$ cat src/rtl/ula_doa_pkg.sv
// Shared constants, FSM encoding and snapshot bus layout for the ULA DOA
// peak search.
package ula_doa_pkg;

    localparam int WORD_LENGTH_IN  = 16;
    localparam int WORD_LENGTH_POW = 2 * (2 * WORD_LENGTH_IN + 8);
    localparam int N_ANGLES        = 181;
    localparam int ANGLE_W         = 8;
    localparam int X_W             = 8 * WORD_LENGTH_IN;

    typedef enum logic [1:0] {
        IDLE = 2'd0,
        SCAN = 2'd1,
        DONE = 2'd2
    } state_t;

    // Snapshot bus, MSB first: all I lanes then all Q lanes.
    typedef struct packed {
        logic [WORD_LENGTH_IN-1:0] i_x1;
        logic [WORD_LENGTH_IN-1:0] i_x2;
        logic [WORD_LENGTH_IN-1:0] i_x3;
        logic [WORD_LENGTH_IN-1:0] i_x4;
        logic [WORD_LENGTH_IN-1:0] q_x1;
        logic [WORD_LENGTH_IN-1:0] q_x2;
        logic [WORD_LENGTH_IN-1:0] q_x3;
        logic [WORD_LENGTH_IN-1:0] q_x4;
    } x_bus_t;

endpackage

$ cat src/rtl/ula_doa_argmax.sv
// Running maximum of beam power and the angle index where it occurred.
// Strict compare keeps the lowest index on ties.
import ula_doa_pkg::*;

module ula_doa_argmax #(
    parameter int IDX_W = ANGLE_W,
    parameter int POW_W = WORD_LENGTH_POW
) (
    input  logic             clk,
    input  logic             rst,
    input  logic             clear,
    input  logic             en,
    input  logic [IDX_W-1:0] idx,
    input  logic [POW_W-1:0] pow,
    output logic [IDX_W-1:0] max_idx,
    output logic [POW_W-1:0] max_pow
);

    always_ff @(posedge clk or posedge rst) begin
        if (rst) begin
            max_idx <= '0;
            max_pow <= '0;
        end else if (clear) begin
            max_idx <= '0;
            max_pow <= '0;
        end else if (en && (pow > max_pow)) begin
            max_idx <= idx;
            max_pow <= pow;
        end
    end

endmodule

$ cat src/rtl/ula_doa_peak_search.sv
// Holds one snapshot on the power unit, sweeps the steering ROM and
// returns the angle with the largest beam power over valid/ready.
import ula_doa_pkg::*;

module ula_doa_peak_search #(
    parameter int WORD_LENGTH_IN  = ula_doa_pkg::WORD_LENGTH_IN,
    parameter int WORD_LENGTH_POW = ula_doa_pkg::WORD_LENGTH_POW,
    parameter int N_ANGLES        = ula_doa_pkg::N_ANGLES,
    parameter int ANGLE_W         = ula_doa_pkg::ANGLE_W
) (
    input  logic                        clk,
    input  logic                        rst,
    input  logic                        in_valid,
    output logic                        in_ready,
    input  logic [8*WORD_LENGTH_IN-1:0] x_in,
    output logic [8*WORD_LENGTH_IN-1:0] x_hold,
    output logic [ANGLE_W-1:0]          steer_addr,
    input  logic [WORD_LENGTH_POW-1:0]  pow_in,
    output logic                        out_valid,
    input  logic                        out_ready,
    output logic [ANGLE_W-1:0]          peak_idx,
    output logic [WORD_LENGTH_POW-1:0]  peak_pow
);

    localparam logic [ANGLE_W-1:0] LAST = ANGLE_W'(N_ANGLES - 1);

    state_t             state;
    logic [ANGLE_W-1:0] cmp_idx;
    logic               cmp_en;
    logic               accept;

    assign accept = (state == IDLE) && in_valid;

    // cmp_en lags the address by one cycle to match the registered ROM.
    always_ff @(posedge clk or posedge rst) begin
        if (rst) begin
            state      <= IDLE;
            in_ready   <= 1'b1;
            out_valid  <= 1'b0;
            x_hold     <= '0;
            steer_addr <= '0;
            cmp_idx    <= '0;
            cmp_en     <= 1'b0;
        end else begin
            unique case (state)
                IDLE: begin
                    if (in_valid) begin
                        x_hold     <= x_in;
                        steer_addr <= '0;
                        cmp_idx    <= '0;
                        cmp_en     <= 1'b0;
                        in_ready   <= 1'b0;
                        state      <= SCAN;
                    end
                end
                SCAN: begin
                    if (steer_addr != LAST)
                        steer_addr <= steer_addr + 1'b1;
                    if (!cmp_en) begin
                        cmp_en <= 1'b1;
                    end else if (cmp_idx == LAST) begin
                        cmp_en    <= 1'b0;
                        out_valid <= 1'b1;
                        state     <= DONE;
                    end else begin
                        cmp_idx <= cmp_idx + 1'b1;
                    end
                end
                DONE: begin
                    if (out_ready) begin
                        out_valid <= 1'b0;
                        in_ready  <= 1'b1;
                        state     <= IDLE;
                    end
                end
                default: begin
                    state <= IDLE;
                end
            endcase
        end
    end

    ula_doa_argmax #(
        .IDX_W (ANGLE_W),
        .POW_W (WORD_LENGTH_POW)
    ) u_argmax (
        .clk     (clk),
        .rst     (rst),
        .clear   (accept),
        .en      (cmp_en),
        .idx     (cmp_idx),
        .pow     (pow_in),
        .max_idx (peak_idx),
        .max_pow (peak_pow)
    );

endmodule
$ cat config.mk
export PLATFORM = sky130hd
export DESIGN_NAME = ula_doa_peak_search
export DESIGN_NICKNAME = d
export VERILOG_FILES = /design/src/rtl/ula_doa_pkg.sv /design/src/rtl/ula_doa_argmax.sv /design/src/rtl/ula_doa_peak_search.sv
export SDC_FILE = /design/constraint.sdc
export NUM_CORES = 1
export LEC_CHECK = 0
export CAP_MARGIN = 10
export CORE_AREA = 2 2 171 173
export DETAILED_ROUTE_END_ITERATION = 16
export DIE_AREA = 0 0 173 175
export PLACE_DENSITY = 0.88
export SLEW_MARGIN = 20
export SYNTH_ARGS = -nofsm -noshare
export SYNTH_HDL_FRONTEND = slang
export SYNTH_SLANG_ARGS = --single-unit
$ cat constraint.sdc
create_clock -name clk -period 16.5 [get_ports clk]
set_input_delay 3.3 -clock clk [delete_from_list [all_inputs] [get_ports clk]]
set_output_delay 3.3 -clock clk [all_outputs]
set_load 0.01 [all_outputs]
Word-level counts from Yosys, hierarchy flattened. Cells that the tools add are included.

$add $sub $neg: 2. Order comparisons: 1. Equality and inequality tests: 10. Muxes and demuxes: 25. Reductions and logical operators: 14.

Operator list (count): $mux W80 (2); $gt A80 B80 Y1 (1); $mux W8 (6); $pmux W8 S2 (2); $add A8 B1 Y8 const B (2); $ne A2 B2 Y1 const B (6); $reduce_and A4 Y1 (3); $eq A8 B8 Y1 const B (1); $mux W2 (4); $ne A8 B8 Y1 const B (1); $reduce_bool A2 Y1 (4); $mux W1 (7); $pmux W1 S2 (3); $pmux W2 S3 (1); $reduce_and A3 Y1 (2); $reduce_and A2 Y1 (2); $eq A2 B1 Y1 const B (1); $eq A2 B2 Y1 const B (1); $logic_and A1 B1 Y1 (2); $logic_not A2 Y1 (1).

Bits in registers: 237. Input bits: 212. Output and inout bits: 226. Word-level logic and storage cells: 61.

Depth between registers and ports, before layout. Gate-level depths: netlist of the first run.

Depth in word-level cells: 4. Gate-level depth with buffers: 12. Gate-level depth less buffers: 9.

Cells and area by module. A second synthesis of the first run with hierarchy kept.

Cells, all modules: 1573. Area total of the unflattened synthesis: 13803.2 um2.

By module, submodules not included: ula_doa_argmax (instances 1, cells each 913, area an instance 7840.0 um2, sequential area each 2202.1 um2); ula_doa_peak_search (instances 1, cells each 660, area an instance 5963.2 um2, sequential area each 3729.8 um2).

Worst setup path before layout of the first run. Ideal clock, no wire load.

Path kind: input to register. From: in pow_in[17]. To: reg u_argmax.max_pow[10]. Setup time: 138 ps. Arrival: 5471 ps. Data required time: 16362 ps. Path slack: 10891 ps. Stages on the path: 11. Path buffers: 3. Cells stage by stage: ha_1 a21o_1 a221o_1 a221oi_1 o21ai_1 a211o_1 buf_2 buf_2 buf_2 o2111ai_1 o311ai_1.

Word-level cells in the longest chain between the ends: 3.

Ends and longest elaborated chain: from (decl) (RTL line ula_doa_peak_search.sv:18) `input logic [WORD_LENGTH_POW-1:0] pow_in,`; $gt A80 B80 Y1 (RTL line ula_doa_argmax.sv:26) `end else if (en && (pow > max_pow)) begin`; $logic_and A1 B1 Y1 (RTL line ula_doa_argmax.sv:26); $reduce_bool A2 Y1 (no line); to (signal assigned) (RTL line ula_doa_argmax.sv:28) `max_pow <= pow;`; to (decl) (RTL line ula_doa_argmax.sv:16) `output logic [POW_W-1:0] max_pow`.

No other way between the ends. A chain may end at the register's enable or synchronous reset.

Worst setup path after layout of the first run.
From: in pow_in[73]. To: reg u_argmax.max_pow[70].

Same word-level chain as after synthesis.

==> results.sh, run 1 <==
export IMPL_run_status="completed"
export IMPL_cts_root_buf="sky130_fd_sc_hd__clkbuf_16"
export IMPL_layout_setup_ws_ns=9.81
export IMPL_fill_cells=2182
export IMPL_final_min_clock_period_ns=6.69
export IMPL_reg_clk_slew_reported_paths_ns=0.06
export IMPL_critical_path_endpoint_type="flip-flop"
export IMPL_drt_iter0_drc=1405
export IMPL_worst_pin_slew_ns=1.12
export IMPL_yosys_warnings=0
export IMPL_timing_worst_setup_path_type="input port to flip-flop"
export IMPL_synth_sequential_area_ratio=0.474
export IMPL_worst_ir_drop_vdd_uv=76.6
export IMPL_dp_final_hpwl_mm=28.2
export IMPL_yosys_reg_bits=237
export IMPL_post_cts_resized=0
export IMPL_count_of_mapped_cells_out_of_synthesis=1384
export IMPL_cts_max_path_buffers=3
export IMPL_final_setup_viol_count=0
export IMPL_proportion_of_layout_cells_with_a_drive_suffix_above_1=0.0385
export IMPL_grt_setup_unrepaired="no"
export IMPL_num_nets_final=2044
export IMPL_timing_max_slew_rel_slack=0.254
export IMPL_detail_route_wl_per_cell_um=19.8
export IMPL_critPathArrivalTime_ns=7.10
export IMPL_numCtsBuffers=26
export IMPL_tritoncts_clock_tree="done"
export IMPL_placement_io_buffers=437
export IMPL_grt_met2_usage=0.444
export IMPL_leak_pwr_nw=8.16
export IMPL_post_synth_xor_area_fraction=0.00629
export IMPL_drt_first_pass_iters=5
export IMPL_drc=0
export IMPL_final_area_mm2=0.0180
export IMPL_grt_max_degree=119
export IMPL_number_of_sinks_driven_by_the_clock_tree=237
export IMPL_hold_buffers=0
export IMPL_period_share=0.406
export IMPL_fp_row_count=62
export IMPL_cts_repair_timing_setup_buffer_count=0
export IMPL_placement_setup_worst_slack_ns=9.38
export IMPL_hold_class="flip-flop to flip-flop"
export IMPL_htree_num_levels=1
export IMPL_grt_overflow_total=0
export IMPL_syn_nets=1680
export IMPL_grt_use_met3=0.0633
export IMPL_die_width_um=173
export IMPL_clk_insertion_delay_late_ns=0.54
export IMPL_clock_skew_ns=0.0129
export IMPL_synth_edff_count=0
export IMPL_final_core_utilization=0.633
export IMPL_viasPerCell=5.84
export IMPL_synth_top_flop_cell="sky130_fd_sc_hd__dfrtp_1"
export IMPL_reg2reg_setup_slack_ns=12.52
export IMPL_antenna_found_initial=2
export IMPL_power_per_cell_area_mw_per_mm2=130
export IMPL_die_area_mm2=0.0303
export IMPL_global_route_peak_usage_layer="met2"
export IMPL_yosys_area_share_simple=0.204
export IMPL_ant_nets=0
export IMPL_synth_cell_area_mm2=0.0125
export IMPL_main_combinational_cell_family_by_area_after_synthesis="simple AND/OR/NAND/NOR gates"
export IMPL_critical_path_peak_fanout=50
export IMPL_achievable_frequency_mhz=149
export IMPL_most_common_cell_after_layout_fill_and_taps_aside="sky130_fd_sc_hd__clkdlybuf4s50_1"
export IMPL_synthMuxAreaShare=0
export IMPL_dpl_instance_area_mm2=0.0171
export IMPL_grt_first_pass_wirelength_mm=66.3
export IMPL_syn_area_per_cell_um2=9.05
export IMPL_core_footprint_mm2=0.0284
export IMPL_setup_tns_ns=0
export IMPL_die_height_um=175
export IMPL_placed_cells_incl_taps=2101
export IMPL_synthAdderAreaFrac=0.0839
export IMPL_number_of_global_route_vias_before_repair=12515
export IMPL_layoutNonFillerInstCount=2151
export IMPL_ios=438
export IMPL_yosys_cell_types_count=53
export IMPL_routed_vias=12569
export IMPL_max_cap_violations=0
export IMPL_slew_violations=0
export IMPL_initial_utilization=0.441
export IMPL_synth_compound_area_share=0.165
export IMPL_use_met1=0.330
export IMPL_place_congestion=0.846
export IMPL_required_worst_endpoint_ns=16.90
export IMPL_mostFrequentLayoutCells="sky130_fd_sc_hd__clkdlybuf4s50_1 (437), sky130_fd_sc_hd__nand2_1 (415), sky130_fd_sc_hd__dfrtp_1 (236)"
export IMPL_hold_viol_final=0
export IMPL_area_growth_pct=43.5
export IMPL_wirelength_mm=42.5
export IMPL_grt_usage=0.266
export IMPL_async_reset_ff_frac=1.00
export IMPL_crit_path_start_kind="input port"
kinds of logic after synthesis:
kind of cell,Yosys count
AND/OR/NAND/NOR,586
AO/OA/AOI/OAI,259
flip-flops,237
buffers and inverters,209
adder cells (fa/ha/maj),84
XOR/XNOR,9
metrics by stage:
step / hold WS [ns] / total power, mW
6_report: 0.471 / 2.33
4_1_cts: 0.477 / 2.33
3_3_place_gp: 0.457 / 1.68
5_1_grt: 0.490 / 2.45
2_1_floorplan: 0.505 / 1.29
3_5_place_dp: 0.462 / 1.73
state kept, by name (all words and copies together) (netlist names):
register,count
cmp_en,1
cmp_idx,8
in_ready,1
out_valid,1
state,2
steer_addr,8
u_argmax.max_idx,8
u_argmax.max_pow,80
x_hold,128
layout make-up:
type	count	area (um2)	area share
Timing Repair Buffer	452	4540	0.252
Sequential cell	237	5930	0.330
Clock inverter	5	52.6	0.00292
Clock buffer	41	798	0.0444
Inverter	93	357	0.0198
Antenna cell	1	2.50	0.000139
Tap cell	384	480	0.0267
Multi-Input combinational cell	938	5820	0.324
report_power, final:
part	total [mW]	internal, mW	switching [mW]
Combinational	0.958	0.465	0.493
Clock	0.589	0.345	0.244
Sequential	0.783	0.689	0.0942
Total	2.33	1.50	0.831
cells in the mapped netlist, types with 2 or more instances:
cell type / instances / area [um2]
sky130_fd_sc_hd__a221o_1: 3 / 30.0
sky130_fd_sc_hd__a211oi_1: 4 / 30.0
sky130_fd_sc_hd__and2_1: 2 / 12.5
sky130_fd_sc_hd__nor2_1: 21 / 78.8
sky130_fd_sc_hd__or2_2: 2 / 12.5
sky130_fd_sc_hd__buf_2: 27 / 135
sky130_fd_sc_hd__ha_1: 84 / 1050
sky130_fd_sc_hd__buf_1: 4 / 15.0
sky130_fd_sc_hd__clkbuf_1: 81 / 304
sky130_fd_sc_hd__inv_1: 93 / 349
sky130_fd_sc_hd__o311ai_0: 36 / 315
sky130_fd_sc_hd__xnor2_1: 3 / 26.3
sky130_fd_sc_hd__nor4_1: 4 / 25.0
sky130_fd_sc_hd__o311ai_1: 43 / 377
sky130_fd_sc_hd__nor3_1: 4 / 20.0
sky130_fd_sc_hd__a221oi_1: 3 / 26.3
sky130_fd_sc_hd__a21oi_1: 31 / 155
sky130_fd_sc_hd__nand4_1: 101 / 632
sky130_fd_sc_hd__o2111ai_1: 89 / 780
sky130_fd_sc_hd__a21o_1: 11 / 82.6
sky130_fd_sc_hd__xor2_1: 6 / 52.6
sky130_fd_sc_hd__or3_1: 13 / 81.3
sky130_fd_sc_hd__nand3_1: 16 / 80.1
sky130_fd_sc_hd__dfrtp_1: 236 / 5910
sky130_fd_sc_hd__nand2_1: 415 / 1560
sky130_fd_sc_hd__o21ai_0: 15 / 75.1
sky130_fd_sc_hd__o211ai_1: 10 / 75.1
sky130_fd_sc_hd__buf_4: 2 / 15.0
layer usage:
metal	wire, um	vias up	share of wire
met4	1890	2	0.044
met5	16	-	0.00038
li1	-	5716	-
met1	16000	6053	0.38
met2	20700	664	0.49
met3	3820	134	0.090
critical path: stages:
cell                              delay [ns]
sky130_fd_sc_hd__clkdlybuf4s50_1        0.43
sky130_fd_sc_hd__ha_1                   0.33
sky130_fd_sc_hd__nand4_1                0.19
sky130_fd_sc_hd__nor4_1                 0.53
sky130_fd_sc_hd__nand4_1                0.19
sky130_fd_sc_hd__nor2_1                 0.30
sky130_fd_sc_hd__a211o_2                0.79
sky130_fd_sc_hd__buf_4                  0.63
sky130_fd_sc_hd__o2111ai_1              0.22
sky130_fd_sc_hd__o311ai_0               0.17
worst paths after layout:
| check | start | end | depth (start not counted) |
|---|---|---|---|
| hold / removal | x_hold[5] | x_hold[5] | 2 |
| setup / recovery | pow_in[73] | u_argmax.max_pow[70] | 10 |
| min in group asynchronous | rst | x_hold[0] | 2 |
| setup reg to reg | u_argmax.max_pow[74] | u_argmax.max_pow[70] | 10 |
| hold reg to reg | x_hold[5] | x_hold[5] | 2 |
| max in group asynchronous | rst | u_argmax.max_idx[5] | 3 |
Note: power is estimated with default switching activity, not from simulation.
==> run 2, diff against run 1 <==
- CORE_AREA: 2 2 171 173 -> default
- CORE_MARGIN: default -> 1
- CORE_UTILIZATION: default -> 42
- DIE_AREA: 0 0 173 175 -> default
- PLACE_DENSITY: 0.88 -> 0.87
- clock period: 16.5 -> 5.5 ns (I/O delays scaled with it)
==> results.sh, run 2 (synthesis results as in run 1) <==
export IMPL_ios=438
export IMPL_grt_max_degree=156
export IMPL_tritoncts_clock_tree="done"
export IMPL_final_core_utilization=0.621
export IMPL_reg_clk_slew_reported_paths_ns=0.06
export IMPL_drt_iter0_drc=998
export IMPL_run_status="completed"
export IMPL_initial_utilization=0.432
export IMPL_final_setup_viol_count=0
export IMPL_cts_max_path_buffers=3
export IMPL_required_worst_endpoint_ns=5.90
export IMPL_timing_max_slew_rel_slack=0.293
export IMPL_routed_vias=12415
export IMPL_detail_route_wl_per_cell_um=19.2
export IMPL_number_of_sinks_driven_by_the_clock_tree=237
export IMPL_dp_final_hpwl_mm=27.9
export IMPL_critical_path_endpoint_type="flip-flop"
export IMPL_mostFrequentLayoutCells="sky130_fd_sc_hd__clkdlybuf4s50_1 (437), sky130_fd_sc_hd__nand2_1 (415), sky130_fd_sc_hd__dfrtp_1 (236)"
export IMPL_period_share=0.786
export IMPL_timing_worst_setup_path_type="input port to flip-flop"
export IMPL_viasPerCell=5.76
export IMPL_grt_overflow_total=0
export IMPL_area_growth_pct=43.9
export IMPL_number_of_global_route_vias_before_repair=12559
export IMPL_die_area_mm2=0.0305
export IMPL_critical_path_max_stage_delay_ns=0.86
export IMPL_achievable_frequency_mhz=231
export IMPL_grt_setup_unrepaired="no"
export IMPL_clk_insertion_delay_late_ns=0.55
export IMPL_path_cells="clkdlybuf4s50_1 > ha_1 > nand4_1 > nor4_1 > nand4_1 > nor2_1 > a211o_2 > buf_4 > o2111ai_1 > o311ai_0"
export IMPL_hold_buffers=0
export IMPL_placed_cells_incl_taps=2107
export IMPL_regToRegEndpoint="u_argmax.max_pow[77]"
export IMPL_setup_tns_ns=0
export IMPL_critPathArrivalTime_ns=4.72
export IMPL_layoutNonFillerInstCount=2155
export IMPL_worst_pin_slew_ns=1.06
export IMPL_htree_num_levels=1
export IMPL_sequential_share_of_power=0.338
export IMPL_die_height_um=175
export IMPL_numCtsBuffers=26
export IMPL_cts_root_buf="sky130_fd_sc_hd__clkbuf_16"
export IMPL_place_congestion=0.874
export IMPL_layout_top_registers="x_hold (128), u_argmax.max_pow (80)"
export IMPL_power_mw=6.94
export IMPL_combinational_share_of_power=0.408
export IMPL_drc=0
export IMPL_antenna_found_initial=0
export IMPL_placement_io_buffers=437
export IMPL_crit_path_start="pow_in[75]"
export IMPL_core_footprint_mm2=0.0290
export IMPL_drt_first_pass_iters=5
export IMPL_max_cap_violations=0
export IMPL_cp_max_delay_cell="sky130_fd_sc_hd__a211o_2"
export IMPL_proportion_of_layout_cells_with_a_drive_suffix_above_1=0.0435
export IMPL_critical_path_peak_fanout=57
export IMPL_fp_row_count=62
export IMPL_critPathCapture="u_argmax.max_pow[77]"
export IMPL_post_cts_resized=0
export IMPL_worstRegToRegCells=10
export IMPL_grt_first_pass_wirelength_mm=66.1
export IMPL_clockPowerShare=0.255
export IMPL_num_nets_final=2047
export IMPL_worst_ir_drop_vdd_uv=228
export IMPL_slew_violations=0
export IMPL_power_per_cell_area_mw_per_mm2=385
export IMPL_number_of_flip_flops_under_the_largest_register_name=128
export IMPL_grt_usage=0.265
export IMPL_die_width_um=175
export IMPL_leak_pwr_nw=8.19
export IMPL_diodes=0
export IMPL_clock_skew_ns=0.0216
export IMPL_hold_class="flip-flop to flip-flop"
export IMPL_fill_cells=2299
export IMPL_wirelength_mm=41.4
export IMPL_crit_path_start_kind="input port"
export IMPL_final_min_clock_period_ns=4.32
export IMPL_net_switching_power_mw=2.45
export IMPL_hold_viol_final=0
export IMPL_reg2reg_setup_slack_ns=1.77
export IMPL_cts_repair_timing_setup_buffer_count=0
export IMPL_cell_seen_most_often_among_critical_path_stages="sky130_fd_sc_hd__nand4_1"
export IMPL_ant_nets=0
export IMPL_p_sw_frac=0.354
export IMPL_registers_top_by_ff_count="x_hold"
export IMPL_power_report_internal_total_mw=4.49
export IMPL_most_common_cell_after_layout_fill_and_taps_aside="sky130_fd_sc_hd__clkdlybuf4s50_1"
export IMPL_r2r_start="u_argmax.max_pow[75]"
## run 2: changes by cell type in the layout (fill, tap and decap cells not counted)
| cell | delta |
|---|---|
| sky130_fd_sc_hd__clkbuf_8 | +1 |
| sky130_fd_sc_hd__buf_16 | -1 |
| sky130_fd_sc_hd__buf_12 | +3 |
| sky130_fd_sc_hd__clkinv_8 | +1 |
| sky130_fd_sc_hd__buf_4 | +2 |
| sky130_fd_sc_hd__clkbuf_16 | -1 |
| sky130_fd_sc_hd__diode_2 | -1 |
| sky130_fd_sc_hd__buf_6 | -1 |
| sky130_fd_sc_hd__inv_8 | -1 |
| sky130_fd_sc_hd__clkinv_2 | +5 |
| sky130_fd_sc_hd__clkinvlp_4 | +1 |
| sky130_fd_sc_hd__clkbuf_1 | -4 |
## run 2: power by group through the flow
stage	clock [mW]	sequential, mW	combinational, mW
floorplan	0	2.45	1.43
global placement	0	2.35	2.69
detailed placement	0	2.37	2.79
CTS	1.80	2.34	2.82
global route	1.87	2.38	3.12
finish	1.77	2.34	2.83
## run 2: final cells by class
type / instances / area [um2] / area share
Inverter: 93 / 353 / 0.0196
Multi-Input combinational cell: 938 / 5820 / 0.323
Clock buffer: 37 / 772 / 0.0428
Sequential cell: 237 / 5930 / 0.329
Clock inverter: 11 / 93.8 / 0.00521
Tap cell: 384 / 480 / 0.0267
Timing Repair Buffer: 455 / 4570 / 0.254
## run 2: through the flow
step	hold WS (ns)	cell area, um2	setup WS (ns)
floorplan	0.505	12500	1.29
global placement	0.457	17200	0.875
detailed placement	0.461	17200	0.711
CTS	0.477	18000	1.28
global route	0.485	18000	0.878
finish	0.471	18000	1.18
## run 2: worst min path at each step
stage,slack [ns],to,cells past startpoint,start
6_report,0.47,x_hold[82],2,x_hold[82]
5_1_grt,0.48,x_hold[75],2,x_hold[75]
4_1_cts,0.48,x_hold[83],2,x_hold[83]
3_5_place_dp,0.46,x_hold[61],2,x_hold[61]
3_3_place_gp,0.46,x_hold[7],2,x_hold[7]
2_1_floorplan,0.51,cmp_en,2,cmp_en
## run 2: per-layer routing
| metal | part of all wire | up-vias | wire (um) | GRT usage |
|---|---|---|---|---|
| li1 | - | 5722 | - | - |
| met1 | 0.40 | 6002 | 16500 | 0.334 |
| met2 | 0.49 | 592 | 20300 | 0.449 |
| met3 | 0.077 | 99 | 3180 | 0.0529 |
| met4 | 0.036 | 0 | 1480 | 0.0971 |
| met5 | 0 | - | 0 | 0 |
## run 2: worst max-delay path, delay by kind of cell
| kind | cells | cell delay [ns] |
|---|---|---|
| AO/OA/AOI/OAI | 3 | 1.16 |
| adder cells (fa/ha/maj) | 1 | 0.31 |
| buffers and inverters | 2 | 0.89 |
| AND/OR/NAND/NOR | 4 | 1.22 |
